## src/rtl/pol2rec_pkg.sv

```systemverilog
// Shared formats and constants for the CORDIC coordinate converters (16.16 magnitudes, 8.24 degree angles).
// Also holds the controller state encoding for pol2rec.
package pol2rec_pkg;

  localparam int MOD_W = 32;   // 16.16 signed magnitude / x / y
  localparam int ANG_W = 32;   // 8.24 signed degrees
  localparam int XY_W  = 34;   // x/y datapath: two guard bits over 16.16 for the CORDIC gain
  localparam int CNT_W = 5;    // iteration index, ITER <= 30

  localparam logic [ANG_W-1:0] DEG90  = 32'h5A000000;
  localparam logic [ANG_W-1:0] DEG180 = 32'hB4000000;  // unsigned; widened before use
  localparam logic [31:0]      INV_K  = 32'h4DBA76D4;  // 1/K = 0.6072529350 in Q1.31

  typedef enum logic [1:0] {
    ST_IDLE  = 2'd0,
    ST_LOAD  = 2'd1,
    ST_ROT   = 2'd2,
    ST_SCALE = 2'd3
  } state_t;

endpackage

```

## src/rtl/cordic_atan_rom.sv

```systemverilog
// Combinational lookup of atan(2^-idx) in degrees, 8.24 fixed point; entries from 24 up are zero.
// Latency: none (pure lookup).
// Backpressure: none; output follows idx.
module cordic_atan_rom
  import pol2rec_pkg::*;
(
  input  logic [CNT_W-1:0] idx,
  output logic [ANG_W-1:0] atan
);

  always_comb begin
    atan = '0;
    case (idx)
      5'd0:  atan = 32'd754974720;   // 45.0 deg
      5'd1:  atan = 32'd445687602;
      5'd2:  atan = 32'd235489088;
      5'd3:  atan = 32'd119537938;
      5'd4:  atan = 32'd60000934;
      5'd5:  atan = 32'd30029717;
      5'd6:  atan = 32'd15018523;
      5'd7:  atan = 32'd7509720;
      5'd8:  atan = 32'd3754917;
      5'd9:  atan = 32'd1877466;
      5'd10: atan = 32'd938734;
      5'd11: atan = 32'd469367;
      5'd12: atan = 32'd234684;
      5'd13: atan = 32'd117342;
      5'd14: atan = 32'd58671;
      5'd15: atan = 32'd29335;
      5'd16: atan = 32'd14668;
      5'd17: atan = 32'd7334;
      5'd18: atan = 32'd3667;
      5'd19: atan = 32'd1833;
      5'd20: atan = 32'd917;
      5'd21: atan = 32'd458;
      5'd22: atan = 32'd229;
      5'd23: atan = 32'd115;
      default: atan = '0;
    endcase
  end

endmodule

```

## src/rtl/pol2rec.sv

```systemverilog
// Iterative rotation-mode CORDIC, polar (mod, angle) -> rectangular (x, y); GAIN_COMP_EN adds a 1/K scale state.
// Latency: ITER+2 enabled clocks start->done with GAIN_COMP_EN, ITER+1 without.
// Backpressure: enable=0 freezes every register; start while busy is dropped.
module pol2rec
  import pol2rec_pkg::*;
#(
  parameter int ITER = 24,
  parameter int ZW   = 34
) (
  input  logic             clock,
  input  logic             reset,
  input  logic             enable,
  input  logic             start,
  input  logic [MOD_W-1:0] mod,
  input  logic [ANG_W-1:0] angle,
  output logic [MOD_W-1:0] x,
  output logic [MOD_W-1:0] y,
  output logic             busy,
  output logic             done
);

  localparam logic signed [ZW-1:0] Z90  = $signed({{(ZW-ANG_W){1'b0}}, DEG90});
  localparam logic signed [ZW-1:0] Z180 = $signed({{(ZW-ANG_W){1'b0}}, DEG180});

  state_t                  state, state_nxt;
  logic [CNT_W-1:0]        cnt;
  logic signed [XY_W-1:0]  xr, yr, xn, yn, xsh, ysh;
  logic signed [ZW-1:0]    zr, zn, atan_z;
  logic [ANG_W-1:0]        atan_v;
  logic                    last, fin, done_q;
  logic [MOD_W-1:0]        xfin, yfin;

  cordic_atan_rom u_atan_rom (
    .idx  (cnt),
    .atan (atan_v)
  );

  assign atan_z = $signed({{(ZW-ANG_W){1'b0}}, atan_v});
  assign last   = (cnt == CNT_W'(ITER - 1));

  always_ff @(posedge clock or negedge reset) begin
    if (!reset)      state <= ST_IDLE;
    else if (enable) state <= state_nxt;
  end

  always_comb begin
    state_nxt = state;
    case (state)
      ST_IDLE: if (start) state_nxt = ST_LOAD;
      ST_LOAD: state_nxt = ST_ROT;
`ifdef GAIN_COMP_EN
      ST_ROT:   if (last) state_nxt = ST_SCALE;
      ST_SCALE: state_nxt = ST_IDLE;
`else
      ST_ROT:   if (last) state_nxt = ST_IDLE;
`endif
      default: state_nxt = ST_IDLE;
    endcase
  end

  // One micro-rotation; d = +1 for z >= 0
  always_comb begin
    xsh = xr >>> cnt;
    ysh = yr >>> cnt;
    if (zr[ZW-1]) begin
      xn = xr + ysh;
      yn = yr - xsh;
      zn = zr + atan_z;
    end else begin
      xn = xr - ysh;
      yn = yr + xsh;
      zn = zr - atan_z;
    end
  end

`ifdef GAIN_COMP_EN
  localparam int                   PW  = XY_W + 33;
  localparam logic signed [PW-1:0] RND = PW'(64'sd1073741824);  // half LSB of the Q1.31 product
  logic signed [PW-1:0] kmul, px, py;

  always_comb begin
    kmul = PW'($signed({1'b0, INV_K}));
    px   = PW'(xr) * kmul + RND;
    py   = PW'(yr) * kmul + RND;
  end

  assign fin  = (state == ST_SCALE);
  assign xfin = px[62:31];
  assign yfin = py[62:31];
`else
  assign fin  = (state == ST_ROT) && last;
  assign xfin = xn[MOD_W-1:0];
  assign yfin = yn[MOD_W-1:0];
`endif

  always_ff @(posedge clock or negedge reset) begin
    if (!reset) begin
      xr     <= '0;
      yr     <= '0;
      zr     <= '0;
      cnt    <= '0;
      x      <= '0;
      y      <= '0;
      busy   <= 1'b0;
      done_q <= 1'b0;
    end else if (enable) begin
      case (state)
        ST_IDLE: if (start) begin
          xr   <= {{(XY_W-MOD_W){mod[MOD_W-1]}}, mod};
          yr   <= '0;
          zr   <= {{(ZW-ANG_W){angle[ANG_W-1]}}, angle};
          cnt  <= '0;
          busy <= 1'b1;
        end
        ST_LOAD: begin
          // Fold angles beyond +/-90 deg into the convergence range by negating x
          if (zr > Z90) begin
            xr <= -xr;
            zr <= zr - Z180;
          end else if (zr < -Z90) begin
            xr <= -xr;
            zr <= zr + Z180;
          end
          yr  <= '0;
          cnt <= '0;
        end
        ST_ROT: begin
          xr  <= xn;
          yr  <= yn;
          zr  <= zn;
          cnt <= cnt + 1'b1;
        end
        default: ;
      endcase
      done_q <= fin;
      if (fin) begin
        x    <= xfin;
        y    <= yfin;
        busy <= 1'b0;
      end
    end
  end

  // Gated so a pulse parked across a disabled stretch is seen on exactly one enabled clock
  assign done = done_q & enable;

endmodule
```

## config.mk

```make
export PLATFORM = sky130hd
export DESIGN_NAME = pol2rec
export DESIGN_NICKNAME = d
export VERILOG_FILES = /design/src/rtl/pol2rec_pkg.sv /design/src/rtl/cordic_atan_rom.sv /design/src/rtl/pol2rec.sv
export SDC_FILE = /design/constraint.sdc
export NUM_CORES = 1
export LEC_CHECK = 0
export ABC_AREA = 1
export CELL_PAD_IN_SITES_DETAIL_PLACEMENT = 1
export CELL_PAD_IN_SITES_GLOBAL_PLACEMENT = 1
export CORE_ASPECT_RATIO = 0.75
export CORE_MARGIN = 5
export CORE_UTILIZATION = 43
export CTS_CLUSTER_DIAMETER = 100
export DETAILED_ROUTE_END_ITERATION = 8
export PLACE_DENSITY = 0.83
export SLEW_MARGIN = 10
export SYNTH_ARGS = -nofsm -noshare
export SYNTH_HDL_FRONTEND = slang
export SYNTH_SLANG_ARGS = --single-unit
```

## constraint.sdc

```tcl
create_clock -name clock -period 6.31 [get_ports clock]
set_input_delay 1.262 -clock clock [delete_from_list [all_inputs] [get_ports clock]]
set_output_delay 1.262 -clock clock [all_outputs]
set_load 0.03 [all_outputs]
```

==> impl_summary.txt <==
----------------------------------------------------
[Outcome]
  Outcome ... completed

[Worst setup path]
  Worst r2r src ... cnt[3]
  Reg-to-reg slack, setup ... ~0.51 ns
  Worst path arrival time ... 6.20 ns
  FF-to-FF path depth ... 31
  End of the worst register-to-register path ... xr[21]
  Critical Path Slowest Stage Cell ... sky130_fd_sc_hd__dfrtp_1
  Startpoint type of the worst setup path ... flip-flop
  Required arrival time at the worst endpoint ... 6.71 ns
  Crit-path max cell delay ... 0.60 ns
  Crit-path max FO ... 44
  Critical path endpoint category ... flip-flop
  Category of the critical setup timing path ... flip-flop to flip-flop
  Crit-path most repeated cell ... sky130_fd_sc_hd__nand2_1

[CTS]
  Number of sinks handled by clock tree synthesis ... 175
  Count of H-tree levels built during CTS ... 4
  Clock slew seen by the registers of the worst setup and hold paths ... about 0.08 ns
  Clock latency of the later-clocked register in the worst-skew pair ... 0.48 ns
  Clock buffer depth ... 2
  Clock tree from TritonCTS ... done
  Cts bufs inserted ... 17
  Root buffer selected by CTS ... sky130_fd_sc_hd__clkbuf_16
  Hold-fix buffers at CTS ... 0
  Post-CTS repair timing setup buffer count ... 0

[Logic synthesis]
  Cell types with the largest area share after synthesis ... sky130_fd_sc_hd__dfrtp_1 (21%), sky130_fd_sc_hd__nand2_1 (17%), sky130_fd_sc_hd__ha_1 (7.5%), sky130_fd_sc_hd__nand3_1 (7.1%), sky130_fd_sc_hd__o21ai_0 (6.5%)
  Flip-flop and latch count after synthesis ... approximately 180
  Number of distinct standard cells referenced by the synthesized netlist ... 63
  Top-area cell type share of the netlist area ... 21.4%
  Mean instance size in the synthesized netlist ... approximately 6 sq um
  Most numerous cell types in the synthesized netlist ... sky130_fd_sc_hd__nand2_1 (930), sky130_fd_sc_hd__inv_1 (305), sky130_fd_sc_hd__nand3_1 (289), sky130_fd_sc_hd__nor2_1 (273), sky130_fd_sc_hd__o21ai_0 (267)
  Post-synthesis sequential area ratio ... a little over a fifth
  Share of flip-flops with an asynchronous set or reset after synthesis ... 100%
  Most used DFF post-synth ... sky130_fd_sc_hd__dfrtp_1
  Total nets after synthesis ... 3506
  Dominant cell type by area after synthesis ... sky130_fd_sc_hd__dfrtp_1
  Count of flip-flops with a built-in enable after synthesis ... 0
  Most frequent cell after synthesis ... sky130_fd_sc_hd__nand2_1
  Post-Synthesis Cells ... about 3300
  Synth Cell Area ... 20500 sq um
  Synth warn ... 0

[Timing]
  Final setup violation count ... 0
  Max Clock Freq ... 172 MHz
  Total Negative Setup Slacks ... 0 ns
  Number of endpoints with negative hold slack in the final report ... 0
  Least-Margin Pin Slew ... 1.12 ns
  Shortest clock period the worst path allows after layout ... 5.80 ns
  Fin Clk Skew ... between 0.015 and 0.02 ns
  Headroom to the max-slew limit ... between 20% and 30%
  Period utilization ... 91.9%
  RSZ-0062 raised after global routing ... false
  Max Transition Viols Final ... 0

[Layout]
  Combined flip-flop and latch cell area ... 4390 sq um
  Final net count ... 3557
  Fraction of layout cells with a size suffix above 1 ... 5.54%
  Footprint of the multi-input gates ... 14200 sq um
  Area delta synth->final ... 12.0%
  N_diodes ... 0
  Number of filler cells placed in the layout ... 6483

[Floorplan]
  DIE AREA ... 52100 sq um
  Row count ... 69
  Area of the core region ... 47200 sq um
  Width of the chip ... roughly 260 microns
  IO Count ... 134
  Chip Height ... 199 microns
  Starting utilization of the core area ... 43.3%

[Worst hold path]
  Number of cells on the worst hold path ... 2
  End of the worst hold path ... x[14]
  Worst min-delay path category ... flip-flop to flip-flop
  Hold path startpoint ... x[14]

[Placed design]
  HPWL reported at the end of detailed placement ... 69400 microns
  Number of input and output port buffers inserted ... 133
  Final weighted congestion of routability-driven global placement ... 1.00

[GRT]
  First-pass GRT wire length ... 137000 microns
  Global route overflow ... 0
  Pin count of the biggest net entering global routing ... 103
  Overall fraction of global-route tracks in use ... 32.9%
  Number of global-route vias before repair ... 24100
  Number of antenna violations at the first check in global routing ... 0

[Detailed routing]
  Drc violations ... 0
  Routed vias/inst ... 5.92
  Routed WL per cell ... 21.8 microns
  Post-detailed-routing wire length ... 87500 microns
  Post-DRT Antenna Nets ... 0
  Number of iterations in the first detailed-routing pass ... 5
  First DRT Iteration DRCs ... 2241
  Via count of the routed design ... about 24000

[Job]
  Number of max-capacitance violations reported ... 0

----------------------------------------------------
[worst max-delay path, delay by kind of cell (launching register included)]
family	cells	cell delay [ns]
xor+xnor	1	0.16
buf+inv	7	1.08
simple gates	17	2.71
compound gates	4	0.59
flops	1	0.60
fa+ha+maj	2	0.54
[repair_timing]
action | CTS | global route
endpoints found under the setup margin | 0 | 6
resized for setup | 0 | 8
hold endpoints to repair | 0 | 0
[flip-flops by register name, summed over array words and instances, names as in the netlist]
register  flops
y            32
zr           34
xr           34
state         2
done_q        1
x            32
cnt           5
busy          1
yr           34
[stage by stage]
step	instance area, sq um	instances	setup WS, ns	hold slack (ns)	util [%]
after floorplan	20500	3311	1.75	0.450	-
after global placement	22300	3982	0.744	0.463	47.2
after detailed placement	22300	3982	0.586	0.470	47.2
after CTS	22900	4013	0.534	0.491	48.5
after global routing	22900	4013	0.00135	0.524	48.5
final	22900	4013	0.508	0.485	48.5
[layout make-up]
cell class	instances	area share [%]
Clock buffer	18	1.87
Tap cell	639	3.49
Clock inverter	13	0.895
Sequential cell	175	19.1
Multi-Input combinational cell	2672	61.9
Timing Repair Buffer	171	7.36
Inverter	325	5.40
[logic make-up after synthesis]
kind of cell | after synthesis | synth area share, %
adders and majority gates | 127 | 7.91
and+or+nand+nor | 1660 | 34.6
AOI/OAI and AO/OA | 744 | 20.7
xor gates and xnor gates | 138 | 5.90
buffers and inverters | 464 | 9.41
DFF | 175 | 21.4
muxes | 3 | 0.147
[placed cells by master (no fill, tap or decap), drive strengths merged, types with 4 or more instances in the layout]
cell type,instances
nor3,31
a21o,10
nor4,22
nand3,294
bufinv,4
nand2,950
o21bai,5
clkdlybuf4s50,132
a211oi,9
nand4,32
o21ai,338
o31ai,4
nor2,289
nand3b,6
a21oi,244
inv,322
o21a,7
dfrtp,175
buf,38
fa,4
a2bb2oi,14
a22oi,13
a32o,5
clkbuf,19
a221oi,6
or2,30
o22ai,14
xor2,85
xnor2,53
a31oi,28
o221ai,7
o211ai,32
ha,123
clkinv,10
[how the worst max path moves through the flow]
stage               startpoint  endpoint  slack, ns  cells past startpoint
floorplan               cnt[1]    zr[23]       1.75                     35
detailed placement      cnt[0]    yr[30]       0.59                     24
finish                  cnt[3]    xr[21]       0.51                     31
global placement        cnt[0]    zr[23]       0.74                     33
CTS                     cnt[0]    zr[23]       0.53                     32
global route            cnt[0]    yr[26]      0.001                     24
[per-layer routing]
layer	wire length, microns	up-vias	track usage, %	share of wire, %
li1	-	11100	-	-
met1	39400	11600	45.6	45
met2	39700	866	53.7	45
met3	5990	156	5.10	6.8
met4	2390	0	9.00	2.7
met5	0	-	0	0
Power is not shown: default switching activity piles up to over one toggle a cycle in this logic, so the estimate is an artifact.
